`src/rtl/cla_pkg.sv`:
```
// Shared types and helpers for the pipelined carry-lookahead adder.
// Propagate convention throughout: p = a|b (OR-propagate), g = a&b.
package cla_pkg;

    localparam int unsigned CLA_WIDTH_DEFAULT = 32;
    localparam int unsigned CLA_GROUP_DEFAULT = 4;
    localparam int unsigned CLA_GROUP_MAX     = 16;
    localparam int unsigned CLA_NG_DEFAULT    = CLA_WIDTH_DEFAULT / CLA_GROUP_DEFAULT;

    typedef struct packed {
        logic gp;
        logic gg;
    } cla_grp_pg_t;

    // Stage-1 bundle at the default geometry.
    typedef struct packed {
        logic [CLA_WIDTH_DEFAULT-1:0] hs;
        logic [CLA_WIDTH_DEFAULT-1:0] p;
        logic [CLA_WIDTH_DEFAULT-1:0] g;
        logic [CLA_NG_DEFAULT-1:0]    gp;
        logic [CLA_NG_DEFAULT-1:0]    gg;
        logic                         cin;
    } cla_s1_t;

    function automatic logic cla_propagate(input logic x, input logic y);
        return x | y;
    endfunction

    // Group terms over the low n bits; bits at or above n are ignored.
    function automatic cla_grp_pg_t cla_group_pg(input logic [CLA_GROUP_MAX-1:0] p,
                                                 input logic [CLA_GROUP_MAX-1:0] g,
                                                 input int unsigned n);
        cla_grp_pg_t r;
        r.gp = 1'b1;
        r.gg = 1'b0;
        for (int unsigned i = 0; i < CLA_GROUP_MAX; i++) begin
            if (i < n) begin
                r.gg = g[i] | (p[i] & r.gg);
                r.gp = r.gp & p[i];
            end
        end
        return r;
    endfunction

endpackage

```
`src/rtl/cla_group_lookahead.sv`:
```
// One lookahead group: group propagate/generate plus the carry into each bit,
// seeded by c_in.
module cla_group_lookahead
    import cla_pkg::*;
#(
    parameter int unsigned GROUP = CLA_GROUP_DEFAULT
) (
    input  logic [GROUP-1:0] p,
    input  logic [GROUP-1:0] g,
    input  logic             c_in,
    output logic             gp,
    output logic             gg,
    output logic [GROUP-1:0] carry
);

    logic [CLA_GROUP_MAX-1:0] p_pad;
    logic [CLA_GROUP_MAX-1:0] g_pad;
    cla_grp_pg_t              pg;

    always_comb begin
        p_pad            = '0;
        g_pad            = '0;
        p_pad[GROUP-1:0] = p;
        g_pad[GROUP-1:0] = g;
        pg               = cla_group_pg(p_pad, g_pad, GROUP);
        gp               = pg.gp;
        gg               = pg.gg;
    end

    always_comb begin
        carry    = '0;
        carry[0] = c_in;
        for (int unsigned i = 1; i < GROUP; i++) begin
            carry[i] = g[i-1] | (p[i-1] & carry[i-1]);
        end
    end

endmodule

```
`src/rtl/cla_adder_pipe.sv`:
```
// Two-stage pipelined carry-lookahead adder with valid/ready on both sides.
// Optional subtract mode (sub port, a-b) enabled by defining CLA_SUB_EN.
module cla_adder_pipe
    import cla_pkg::*;
#(
    parameter int unsigned WIDTH = CLA_WIDTH_DEFAULT,
    parameter int unsigned GROUP = CLA_GROUP_DEFAULT
) (
    input  logic             clk,
    input  logic             rst_n,
    input  logic             in_valid,
    output logic             in_ready,
    input  logic [WIDTH-1:0] a,
    input  logic [WIDTH-1:0] b,
    input  logic             cin,
`ifdef CLA_SUB_EN
    input  logic             sub,
`endif
    output logic             out_valid,
    input  logic             out_ready,
    output logic [WIDTH-1:0] sum,
    output logic             cout,
    output logic             ovf
);

    localparam int unsigned NG = WIDTH / GROUP;

    typedef struct packed {
        logic [WIDTH-1:0] hs;
        logic [WIDTH-1:0] p;
        logic [WIDTH-1:0] g;
        logic [NG-1:0]    gp;
        logic [NG-1:0]    gg;
        logic             cin;
    } s1_t;

    logic             s1_valid, s2_valid;
    logic             adv1, adv2, accept;
    s1_t              s1;
    logic [WIDTH-1:0] b_eff, hs_d, p_d, g_d;
    logic             cin_eff;
    logic [NG-1:0]    gp_d, gg_d;
    logic [WIDTH-1:0] s1_carry_unused;
    logic [NG:0]      grp_c;
    logic [WIDTH-1:0] c_all;
    logic [NG-1:0]    s2_gp_unused, s2_gg_unused;

    assign adv2     = !s2_valid || out_ready;
    assign adv1     = !s1_valid || adv2;
    assign in_ready = adv1;
    assign accept   = in_valid && adv1;
    assign out_valid = s2_valid;

    always_comb begin
        b_eff   = b;
        cin_eff = cin;
`ifdef CLA_SUB_EN
        if (sub) begin
            b_eff   = ~b;
            cin_eff = 1'b1;
        end
`endif
        hs_d = a ^ b_eff;
        g_d  = a & b_eff;
        p_d  = '0;
        for (int unsigned i = 0; i < WIDTH; i++) begin
            p_d[i] = cla_propagate(a[i], b_eff[i]);
        end
    end

    // Stage-1 instances only contribute GP/GG; stage-2 instances only carries.
    for (genvar k = 0; k < NG; k++) begin : g_grp
        cla_group_lookahead #(.GROUP(GROUP)) u_s1_grp (
            .p     (p_d[k*GROUP +: GROUP]),
            .g     (g_d[k*GROUP +: GROUP]),
            .c_in  (1'b0),
            .gp    (gp_d[k]),
            .gg    (gg_d[k]),
            .carry (s1_carry_unused[k*GROUP +: GROUP])
        );

        cla_group_lookahead #(.GROUP(GROUP)) u_s2_grp (
            .p     (s1.p[k*GROUP +: GROUP]),
            .g     (s1.g[k*GROUP +: GROUP]),
            .c_in  (grp_c[k]),
            .gp    (s2_gp_unused[k]),
            .gg    (s2_gg_unused[k]),
            .carry (c_all[k*GROUP +: GROUP])
        );
    end

    always_comb begin
        grp_c    = '0;
        grp_c[0] = s1.cin;
        for (int unsigned k = 0; k < NG; k++) begin
            grp_c[k+1] = s1.gg[k] | (s1.gp[k] & grp_c[k]);
        end
    end

    always_ff @(posedge clk or negedge rst_n) begin
        if (!rst_n) begin
            s1_valid <= 1'b0;
            s1       <= '0;
        end else if (adv1) begin
            s1_valid <= accept;
            if (accept) begin
                s1 <= '{hs: hs_d, p: p_d, g: g_d, gp: gp_d, gg: gg_d, cin: cin_eff};
            end
        end
    end

    always_ff @(posedge clk or negedge rst_n) begin
        if (!rst_n) begin
            s2_valid <= 1'b0;
            sum      <= '0;
            cout     <= 1'b0;
            ovf      <= 1'b0;
        end else if (adv2) begin
            s2_valid <= s1_valid;
            if (s1_valid) begin
                sum  <= s1.hs ^ c_all;
                cout <= grp_c[NG];
                ovf  <= c_all[WIDTH-1] ^ grp_c[NG];
            end
        end
    end

endmodule

```
`config.mk`:
```
export PLATFORM = sky130hd
export DESIGN_NAME = cla_adder_pipe
export DESIGN_NICKNAME = d
export VERILOG_FILES = /design/src/rtl/cla_pkg.sv /design/src/rtl/cla_group_lookahead.sv /design/src/rtl/cla_adder_pipe.sv
export SDC_FILE = /design/constraint.sdc
export NUM_CORES = 1
export LEC_CHECK = 0
export BUFFER_PORTS_ARGS = -buffer_cell sky130_fd_sc_hd__buf_2
export CAP_MARGIN = 20
export CORE_AREA = 3 3 165 167
export DETAILED_ROUTE_END_ITERATION = 7
export DIE_AREA = 0 0 168 170
export GPL_TIMING_DRIVEN = 0
export PLACE_DENSITY = 0.43
export SLEW_MARGIN = 40
export SYNTH_ARGS = -nofsm -noshare
export SYNTH_HDL_FRONTEND = slang
export SYNTH_SLANG_ARGS = --single-unit
```
`constraint.sdc`:
```
create_clock -name clk -period 2.11 [get_ports clk]
set_input_delay 0.422 -clock clk [delete_from_list [all_inputs] [get_ports clk]]
set_output_delay 0.422 -clock clk [all_outputs]
set_load 0.01 [all_outputs]
```
==> qor.csv, run 1 <==
stage,metric,value,unit
placement,DP Area,7940,sq um
layout,n_diodes,0,
grt,initial antenna violation count,0,
critical_path,Worst Setup Start Kind,flop,
logic_synthesis,sequential-to-total area share from yosys stat,0.480,
grt,grt met3 use,0.0265,
layout,post-layout util,0.328,
detailed_routing,drt first pass iters,4,
sta,final hold violation count,0,
power_and_ir_drop,Power per Cell Area,947,nW/um^2
clock_tree,CTS tree,yes,
sta,Highest Clock Rate,523,MHz
grt,grt met2 use,0.229,
placement,Cells after DPL,1112,
detailed_routing,routed len/inst,16.8,microns
floorplanning,Core Box Area,25900,sq um
layout,fin cells,1141,
sta,Fin Hold WS,0.248,ns
critical_path,CP max FO,5,
sta,Slew headroom,0.485,
floorplanning,DIE HEIGHT,170,microns
sta,Final period util,0.907,
clock_tree,clk buf depth,2,
logic_synthesis,post-synth top area cell,dfrtp_1,
layout,register area,3330,sq um
floorplanning,initial core utilization,0.268,
sta,setup tns final,0,ns
clock_tree,clock sink count,133,
detailed_routing,First DRT Iteration DRCs,186,
logic_synthesis,share of the synthesized area in the top cell type,0.480,
logic_synthesis,"Top FF cell, synth",dfrtp_1,
layout,nets,929,
clock_tree,"Clk Latency, worst-skew pair",0.42,ns
sta,Worst-Margin Slew,0.773,ns
logic_synthesis,mapped cell area,6930,sq um
critical_path,Slowest cell on crit path,dfrtp_1,
logic_synthesis,Yosys warnings,0,
grt,first-pass GRT wire length,30.4,mm
critical_path,WP data arrival,2.27,ns
detailed_routing,Vias/cell,4.46,
grt,total grt overflow,0,
floorplanning,Die W,168,microns
sta,Final Skew,0.00891,ns
logic_synthesis,Seq cells post-synth,133,
power_and_ir_drop,Pleak,4.22,nW
flow_run,maxcap violations,0,
layout,Syn-to-layout area delta,22.5,%
critical_path,Crit path required time,2.47,ns
layout,area of the multi-input gates,3180,sq um
logic_synthesis,count of cell types in the netlist,48,
logic_synthesis,Synth Net Count,804,
layout,layout cells sized above 1,0.259,
floorplanning,I/O pins,105,
critical_path,max incr delay on CP,0.44,ns
logic_synthesis,Post-Syn Instances,671,
floorplanning,full die area,28600,sq um
clock_tree,H-tree depth,4,
layout,post-route cell area,8490,sq um
sta,Slew Limit Fails,0,
sta,RSZ-0062 raised after global routing,no,
critical_path,Worst Setup End Kind,flop,
power_and_ir_drop,total power,8.04,mW
detailed_routing,total length of routed wires,19.1,mm
power_and_ir_drop,worst vdd ir,0.441,mV
sta,"Setup violations, final",0,
worst_hold_path,Min-Delay Path Class,in2reg,
grt,vias in the first global route,5295,
detailed_routing,vias,5086,
critical_path,CP cell instances,a21oi_1 -> o21ai_0 -> a31o_2 -> a2111oi_0 -> nand3b_1,
layout,fillers,2692,
grt,Most Crowded Layer GR,met2,
logic_synthesis,Avg Inst Size Synth,10.3,sq um
sta,post-route setup slack,0.197,ns
grt,GR Layer Usage met1,0.185,
clock_tree,CTS buffer count,17,
logic_synthesis,Post-synth EDFFs,0,
grt,Global Route Usage Sum,0.139,
logic_synthesis,"top cells by area, synth","dfrtp_1 (48%), ha_1 (12%), mux2_2 (9.3%)",
placement,GP Congestion,0.733,
clock_tree,clk slew on worst S/H paths,0.06,ns
critical_path,Crit Path Category,reg2reg,
clock_tree,root buffer cell,clkbuf_16,
detailed_routing,Remaining DRCs,0,
sta,min Tclk post-route,1.91,ns
placement,pre-CTS setup slack,-0.930,ns
logic_synthesis,Post-synth ARST share,1.00,
detailed_routing,Post-DRT Antenna Nets,0,
grt,largest net degree at the start of global routing,57,
placement,Post-DP HPWL,14.4,mm
status,status,finished clean,
floorplanning,row cnt,59,
placement,Port Buffer Count,104,
[per-layer routing]
metal	up-vias	wire length [microns]
met5	-	0
met1	2446	9130
li1	2533	-
met4	0	247
met3	17	618
met2	90	9160
[Yosys cell counts, types with 9 or more instances]
master    instances
a21oi_1          31
clkbuf_1         13
dfrtp_1         133
ha_1             64
inv_1            89
mux2_2           57
nand2_1          75
nor2_1            9
o21ai_0          71
o21bai_1          9
or4_1            12
xnor2_1          10
xor2_1           11
[cells by family (layout without fill, tap and decap cells)]
| kind of cell | count (synthesis) | count (layout) | share of synthesized area |
|---|---|---|---|
| AO/OA/AOI/OAI | 150 | 150 | 0.129 |
| flip-flops | 133 | 133 | 0.480 |
| AND/OR/NAND/NOR | 133 | 133 | 0.0940 |
| buffers and inverters | 113 | 248 | 0.0626 |
| adder cells (fa/ha/maj) | 64 | 64 | 0.115 |
| multiplexers | 57 | 57 | 0.0926 |
| XOR/XNOR | 21 | 21 | 0.0265 |
[path summary, 6_finish.rpt]
path / from / end / slack [ns] / cells past startpoint
max: grp_c[0] / sum[15] / 0.20 / 5
min: in_valid / s1_valid / 0.25 / 2
max reg2reg: grp_c[0] / sum[15] / 0.20 / 5
min reg2reg: sum[2] / sum[2] / 0.47 / 2
max in group asynchronous: rst_n / s1[47] / 1.09 / 3
min in group asynchronous: rst_n / sum[22] / 0.45 / 2
[final cells by class]
class                      count  area share
buffer                        22      0.0116
clock buffer                  26      0.0600
sequential                   133       0.392
multi-input combinational    425       0.374
tap                          335      0.0494
inverter                      89      0.0393
timing repair buffer         108      0.0710
clock inverter                 3     0.00236
[cell usage in the layout, fill, tap and decap left out, types with 11 or more instances in the layout]
cell type,netlist,routed
dfrtp_1,133,133
buf_2,8,114
inv_1,89,89
nand2_1,75,74
o21ai_0,71,71
ha_1,64,64
mux2_2,57,57
a21oi_1,31,31
clkbuf_16,0,17
clkbuf_1,13,13
or4_1,12,12
xor2_1,11,11
[state kept, by name, indices dropped and copies added, names as in the netlist]
signal,cells
s1,96
sum,32
cout,1
grp_c,1
out_valid,1
ovf,1
s1_valid,1
[power breakdown]
part	total, mW	leakage (nW)	switching (mW)	internal (mW)
combinational	1.86	2.35	1.02	0.843
sequential	3.48	1.61	0.387	3.09
clock	2.70	0.254	1.06	1.64
total	8.04	4.22	2.47	5.57
[worst max-delay path, delay by kind of cell, from the launching register on]
kind	cells	cell delay, ns
AOI/OAI and AO/OA	4	1.24
DFF	1	0.44
and+or+nand+nor	1	0.16
[what timing repair did]
item	CTS	global route
setup endpoints to repair	60	19
resized for setup	5	2
hold endpoints to repair	24	0
pin swaps	1	0
hold buffers	1	0
setup buffers	1	0
(Power assumes the default switching activity.)
==> run 2: changes to the inputs <==
- MAX_ROUTING_LAYER: unset -> met4
- SLEW_MARGIN: 40 -> 20
==> qor.csv, run 2 (synthesis gave the netlist of run 1 again) <==
stage,metric,value,unit,change
grt,total grt overflow,0,,unchanged
power_and_ir_drop,Pleak,4.27,nW,was 4.22 nW
worst_hold_path,WHS Path Cells,2,,unchanged
detailed_routing,Post-DRT Antenna Nets,0,,unchanged
worst_hold_path,Min-Delay Path Class,in2reg,,unchanged
status,status,finished clean,,unchanged
clock_tree,root buffer cell,clkbuf_16,,unchanged
critical_path,CP cell instances,a21oi_1 -> o211ai_1 -> a41oi_1 -> or4b_1 -> nand3_1,,was a21oi_1 -> o21ai_0 -> a31o_2 -> a2111oi_0 -> nand3b_1
critical_path,Worst Setup Start Kind,flop,,unchanged
floorplanning,initial core utilization,0.268,,unchanged
sta,min Tclk post-route,1.94,ns,was 1.91 ns
sta,Final Skew,0.00781,ns,was 0.00891 ns
critical_path,reg2reg end,sum[23],,was sum[15]
grt,initial antenna violation count,0,,unchanged
detailed_routing,Vias/cell,4.44,,was 4.46
flow_run,maxcap violations,0,,unchanged
power_and_ir_drop,Switching Share,0.297,,was 0.307
layout,"commonest cells after routing, fill and taps aside","dfrtp_1 (133), buf_2 (114), inv_1 (89)",,unchanged
sta,Slew headroom,0.524,,was 0.485
layout,Biggest register,s1,,unchanged
grt,largest net degree at the start of global routing,76,,was 57
layout,max reg flops,96,,unchanged
layout,fin cells,1145,,"was 1,141"
clock_tree,"Clk Latency, worst-skew pair",0.42,ns,about the same
clock_tree,clk buf depth,2,,unchanged
layout,nets,930,,was 929
power_and_ir_drop,Seq pwr share,0.404,,was 0.433
grt,Global Route Usage Sum,0.143,,was 0.139
power_and_ir_drop,Pint,6.06,mW,was 5.57 mW
clock_tree,CTS buffer count,17,,unchanged
critical_path,r2r worst-path depth,5,,unchanged
placement,GP Congestion,0.742,,was 0.733
critical_path,max incr delay on CP,0.52,ns,was 0.44 ns
sta,Final period util,0.921,,was 0.907
critical_path,worst reg2reg setup slack,0.17,ns,was 0.20 ns
detailed_routing,vias,5081,,"was 5,086"
placement,Cells after DPL,1111,,"was 1,112"
critical_path,WP data arrival,2.29,ns,was 2.27 ns
critical_path,Crit Path Category,reg2reg,,unchanged
detailed_routing,First DRT Iteration DRCs,256,,was 186
clock_tree,clk slew on worst S/H paths,0.06,ns,about the same
detailed_routing,routed len/inst,16.9,microns,was 16.8 microns
floorplanning,Die W,168,microns,unchanged
critical_path,Crit path required time,2.46,ns,was 2.47 ns
sta,final hold violation count,0,,unchanged
critical_path,CP max FO,5,,unchanged
clock_tree,H-tree depth,4,,unchanged
layout,n_diodes,0,,unchanged
placement,Port Buffer Count,104,,unchanged
sta,setup tns final,0,ns,unchanged
detailed_routing,drt first pass iters,4,,unchanged
layout,"most common cell after layout, fill and taps aside",dfrtp_1,,unchanged
detailed_routing,Remaining DRCs,0,,unchanged
detailed_routing,total length of routed wires,19.3,mm,was 19.1 mm
power_and_ir_drop,logic gate share of total power,0.216,,was 0.231
sta,"Setup violations, final",0,,unchanged
critical_path,Worst Setup EP,sum[23],,was sum[15]
critical_path,RR Startpoint,grp_c[0],,unchanged
floorplanning,Core Box Area,25900,sq um,unchanged
clock_tree,CTS tree,yes,,unchanged
floorplanning,full die area,28600,sq um,unchanged
floorplanning,DIE HEIGHT,170,microns,unchanged
placement,Post-DP HPWL,14.3,mm,was 14.4 mm
grt,first-pass GRT wire length,30.3,mm,was 30.4 mm
sta,Worst-Margin Slew,0.714,ns,was 0.773 ns
floorplanning,I/O pins,105,,unchanged
sta,Slew Limit Fails,0,,unchanged
clock_tree,clock sink count,133,,unchanged
sta,Highest Clock Rate,515,MHz,was 523 MHz
floorplanning,row cnt,59,,unchanged
critical_path,CP startpoint,grp_c[0],,unchanged
layout,layout cells sized above 1,0.268,,was 0.259
critical_path,Slowest cell on crit path,or4b_1,,was dfrtp_1
layout,Syn-to-layout area delta,24.0,%,was 22.5%
power_and_ir_drop,Power per Cell Area,1000,nW/um^2,was 947 nW/um^2
power_and_ir_drop,worst vdd ir,0.439,mV,was 0.441 mV
power_and_ir_drop,clock share of power,0.379,,was 0.336
sta,RSZ-0062 raised after global routing,no,,unchanged
power_and_ir_drop,Net Sw Power,2.56,mW,was 2.47 mW
grt,vias in the first global route,5247,,"was 5,295"
critical_path,Worst Setup End Kind,flop,,unchanged
layout,Top Registers,"s1: 96 flops, sum: 32 flops",,unchanged
## run 2: worst max-delay path, delay by kind of cell (launching register included)
| family | cells | cell delay, ns |
|---|---|---|
| and+or+nand+nor | 2 | 0.61 |
| AOI/OAI and AO/OA | 3 | 0.83 |
| DFF | 1 | 0.45 |
## run 2: final cells by class
cell class / instances / area, sq um
Fill cell: 2680 / 17300
Sequential cell: 133 / 3330
Multi-Input combinational cell: 425 / 3180
Timing Repair Buffer: 109 / 591
Clock buffer: 18 / 439
Tap cell: 335 / 419
Inverter: 89 / 334
Clock inverter: 14 / 208
Buffer: 22 / 98.8
## run 2: power groups by stage
stage / registers [mW] / logic (mW) / clock network, mW
final: 3.48 / 1.86 / 3.27
after global routing: 3.57 / 2.12 / 3.47
after CTS: 3.49 / 1.91 / 3.35
after detailed placement: 3.53 / 1.90 / 0
after global placement: 3.52 / 1.87 / 0
after floorplan: 3.53 / 1.02 / 0
## run 2: how the worst min path moves through the flow
stage / startpoint / to
final: in_valid / s1_valid
after CTS: in_valid / s1_valid
after floorplan: rst_n / cout
after detailed placement: rst_n / s1[108]
after global placement: s1[74] / s1[74]
after global routing: in_valid / s1_valid
## run 2: timing repair
action | in CTS | in global routing
endpoints found under the hold margin | 58 | 0
setup buffers | 0 | 3
gates resized for setup | 6 | 1
pin swaps | 1 | 1
setup endpoints to repair | 57 | 8
hold buffers | 1 | 0
## run 2: routing by layer
metal  track usage  vias to the layer above  routed length (microns)  share of wire
met5             -                        -                        0              0
met4        0.0352                        0                      116         0.0060
met3        0.0286                        5                      809          0.042
met2         0.231                       96                     9390           0.49
met1         0.186                     2456                     8990           0.47
li1              -                     2524                        -              -
## run 2: metrics by stage
stage               total power, mW  worst slack, ns  cell area (sq um)  utilization  hold slack [ns]
detailed placement             5.43           -0.916               7910        0.305            0.395
global route                   9.16           0.0185               8600        0.332            0.251
floorplan                      4.55            0.307               6930            -            0.126
finish                         8.61            0.168               8600        0.332            0.253
global placement               5.39            -1.52               7870        0.304            0.459
CTS                            8.74          0.00819               8570        0.331            0.231
==> run 3: changes to the inputs <==
- CELL_PAD_IN_SITES_DETAIL_PLACEMENT: unset -> 0
- CELL_PAD_IN_SITES_GLOBAL_PLACEMENT: unset -> 1
- PLACE_DENSITY: 0.43 -> 0.52
==> qor.csv, run 3 (synthesis gave the netlist of run 1 again) <==
stage,metric,value,unit,change
clock_tree,clk buf depth,2,,unchanged
layout,Top Registers,"s1: 96 flops, sum: 32 flops",,unchanged
clock_tree,CTS tree,yes,,unchanged
power_and_ir_drop,Power per Cell Area,1000,nW/um^2,about the same
placement,Cells after DPL,1111,,unchanged
critical_path,Crit path required time,2.46,ns,about the same
placement,Port Buffer Count,104,,unchanged
detailed_routing,uppermost layer routed,met4,,unchanged
detailed_routing,Met2 Routed Length,8.72,mm,was 9.39 mm
grt,initial antenna violation count,0,,unchanged
layout,n_diodes,0,,unchanged
grt,first-pass GRT wire length,30.7,mm,was 30.3 mm
grt,vias in the first global route,5396,,"was 5,247"
power_and_ir_drop,Seq pwr share,0.404,,about the same
layout,max reg flops,96,,unchanged
critical_path,WP data arrival,2.27,ns,was 2.29 ns
floorplanning,DIE HEIGHT,170,microns,unchanged
layout,Biggest register,s1,,unchanged
sta,Highest Clock Rate,520,MHz,was 515 MHz
clock_tree,clk slew on worst S/H paths,0.06,ns,about the same
clock_tree,CTS buffer count,17,,unchanged
detailed_routing,Post-DRT Antenna Nets,0,,unchanged
detailed_routing,routed len/inst,16.8,microns,was 16.9 microns
floorplanning,full die area,28600,sq um,unchanged
detailed_routing,Vias/cell,4.48,,was 4.44
power_and_ir_drop,logic gate share of total power,0.216,,about the same
sta,Worst-Margin Slew,0.730,ns,was 0.714 ns
power_and_ir_drop,clock share of power,0.380,,was 0.379
power_and_ir_drop,Switching Share,0.293,,was 0.297
layout,fin cells,1145,,unchanged
sta,Fin Hold WS,0.210,ns,was 0.253 ns
sta,post-route setup slack,0.187,ns,was 0.168 ns
layout,layout cells sized above 1,0.269,,was 0.268
detailed_routing,First DRT Iteration DRCs,233,,was 256
clock_tree,"Clk Latency, worst-skew pair",0.42,ns,about the same
grt,Global Route Usage Sum,0.143,,about the same
critical_path,worst reg2reg setup slack,0.19,ns,was 0.17 ns
placement,GP Congestion,0.735,,was 0.742
floorplanning,Die W,168,microns,unchanged
flow_run,maxcap violations,0,,unchanged
placement,Post-DP HPWL,14.2,mm,was 14.3 mm
detailed_routing,drt first pass iters,4,,unchanged
sta,Slew Limit Fails,0,,unchanged
grt,total grt overflow,0,,unchanged
detailed_routing,met3 routed wirelength,849,microns,was 809 microns
layout,"most common cell after layout, fill and taps aside",dfrtp_1,,unchanged
sta,final hold violation count,0,,unchanged
power_and_ir_drop,Pint,6.09,mW,was 6.06 mW
layout,"commonest cells after routing, fill and taps aside","dfrtp_1 (133), buf_2 (114), inv_1 (89)",,unchanged
floorplanning,initial core utilization,0.268,,unchanged
worst_hold_path,Min-Delay Path Class,in2reg,,unchanged
critical_path,Worst Setup Start Kind,flop,,unchanged
floorplanning,row cnt,59,,unchanged
status,status,finished clean,,unchanged
sta,RSZ-0062 raised after global routing,no,,unchanged
placement,pre-CTS setup slack,-0.822,ns,was -0.916 ns
power_and_ir_drop,Net Sw Power,2.53,mW,was 2.56 mW
sta,"Setup violations, final",0,,unchanged
layout,Syn-to-layout area delta,24.1,%,was 24.0%
power_and_ir_drop,Pleak,4.29,nW,was 4.27 nW
clock_tree,root buffer cell,clkbuf_16,,unchanged
grt,largest net degree at the start of global routing,91,,was 76
detailed_routing,Remaining DRCs,0,,unchanged
sta,Final period util,0.911,,was 0.921
clock_tree,clock sink count,133,,unchanged
critical_path,CP max FO,5,,unchanged
detailed_routing,vias,5128,,"was 5,081"
detailed_routing,Metal-1 WL,9.47,mm,was 8.99 mm
critical_path,Worst Setup End Kind,flop,,unchanged
floorplanning,I/O pins,105,,unchanged
clock_tree,H-tree depth,4,,unchanged
floorplanning,Core Box Area,25900,sq um,unchanged
power_and_ir_drop,worst vdd ir,0.452,mV,was 0.439 mV
sta,Final Skew,0.00791,ns,was 0.00781 ns
detailed_routing,total length of routed wires,19.2,mm,was 19.3 mm
sta,Slew headroom,0.513,,was 0.524
critical_path,Crit Path Category,reg2reg,,unchanged
layout,nets,930,,unchanged
sta,min Tclk post-route,1.92,ns,was 1.94 ns
==> run 3: per-stage QoR <==
stage	util	setup TNS, ns	cell area, sq um	power (mW)
2_1_floorplan	-	0	6930	4.55
3_3_place_gp	0.304	-230.11	7870	5.39
3_5_place_dp	0.305	-27.48	7910	5.42
4_1_cts	0.331	0	8580	8.74
5_1_grt	0.332	0	8600	9.13
6_report	0.332	0	8600	8.62
==> run 3: worst paths after layout <==
| kind | start | endpoint | cells past startpoint |
|---|---|---|---|
| max | grp_c[0] | sum[23] | 5 |
| min | in_valid | s1_valid | 2 |
| max reg2reg | grp_c[0] | sum[23] | 5 |
| min reg2reg | sum[13] | sum[13] | 2 |
| max in group asynchronous | rst_n | s1[57] | 3 |
| min in group asynchronous | rst_n | sum[23] | 2 |
==> run 3: metal layers <==
metal  up-vias  track usage
met4         0       0.0288
met5         -            -
met3        15       0.0311
met2       105        0.219
li1       2533            -
met1      2475        0.197
==> run 3: repair_timing <==
item	4_1_cts	5_1_grt
gates resized for setup	6	7
hold endpoints to repair	43	0
hold buffers	1	0
setup endpoints to repair	37	11
pin swaps	0	1
setup buffers	0	2
==> run 3: cell type report <==
class	count	area, sq um
Fill cell	2698	17300
Sequential cell	133	3330
Multi-Input combinational cell	425	3180
Timing Repair Buffer	108	583
Clock buffer	23	508
Tap cell	335	419
Inverter	89	334
Clock inverter	9	145
Buffer	23	105
==> run 3: power by group through the flow <==
| stage | logic [mW] | clock network [mW] | registers [mW] |
|---|---|---|---|
| floorplan | 1.02 | 0 | 3.53 |
| global placement | 1.87 | 0 | 3.52 |
| detailed placement | 1.89 | 0 | 3.53 |
| global route | 2.12 | 3.45 | 3.56 |
| CTS | 1.90 | 3.35 | 3.48 |
| finish | 1.87 | 3.28 | 3.48 |
==> run 3: critical path: stages, from the launching register on <==
cell and delay (ns):
dfrtp_1 0.44, a21oi_1 0.13, o211ai_1 0.41, a41oi_1 0.28
or4b_1 0.52, nand3_1 0.08
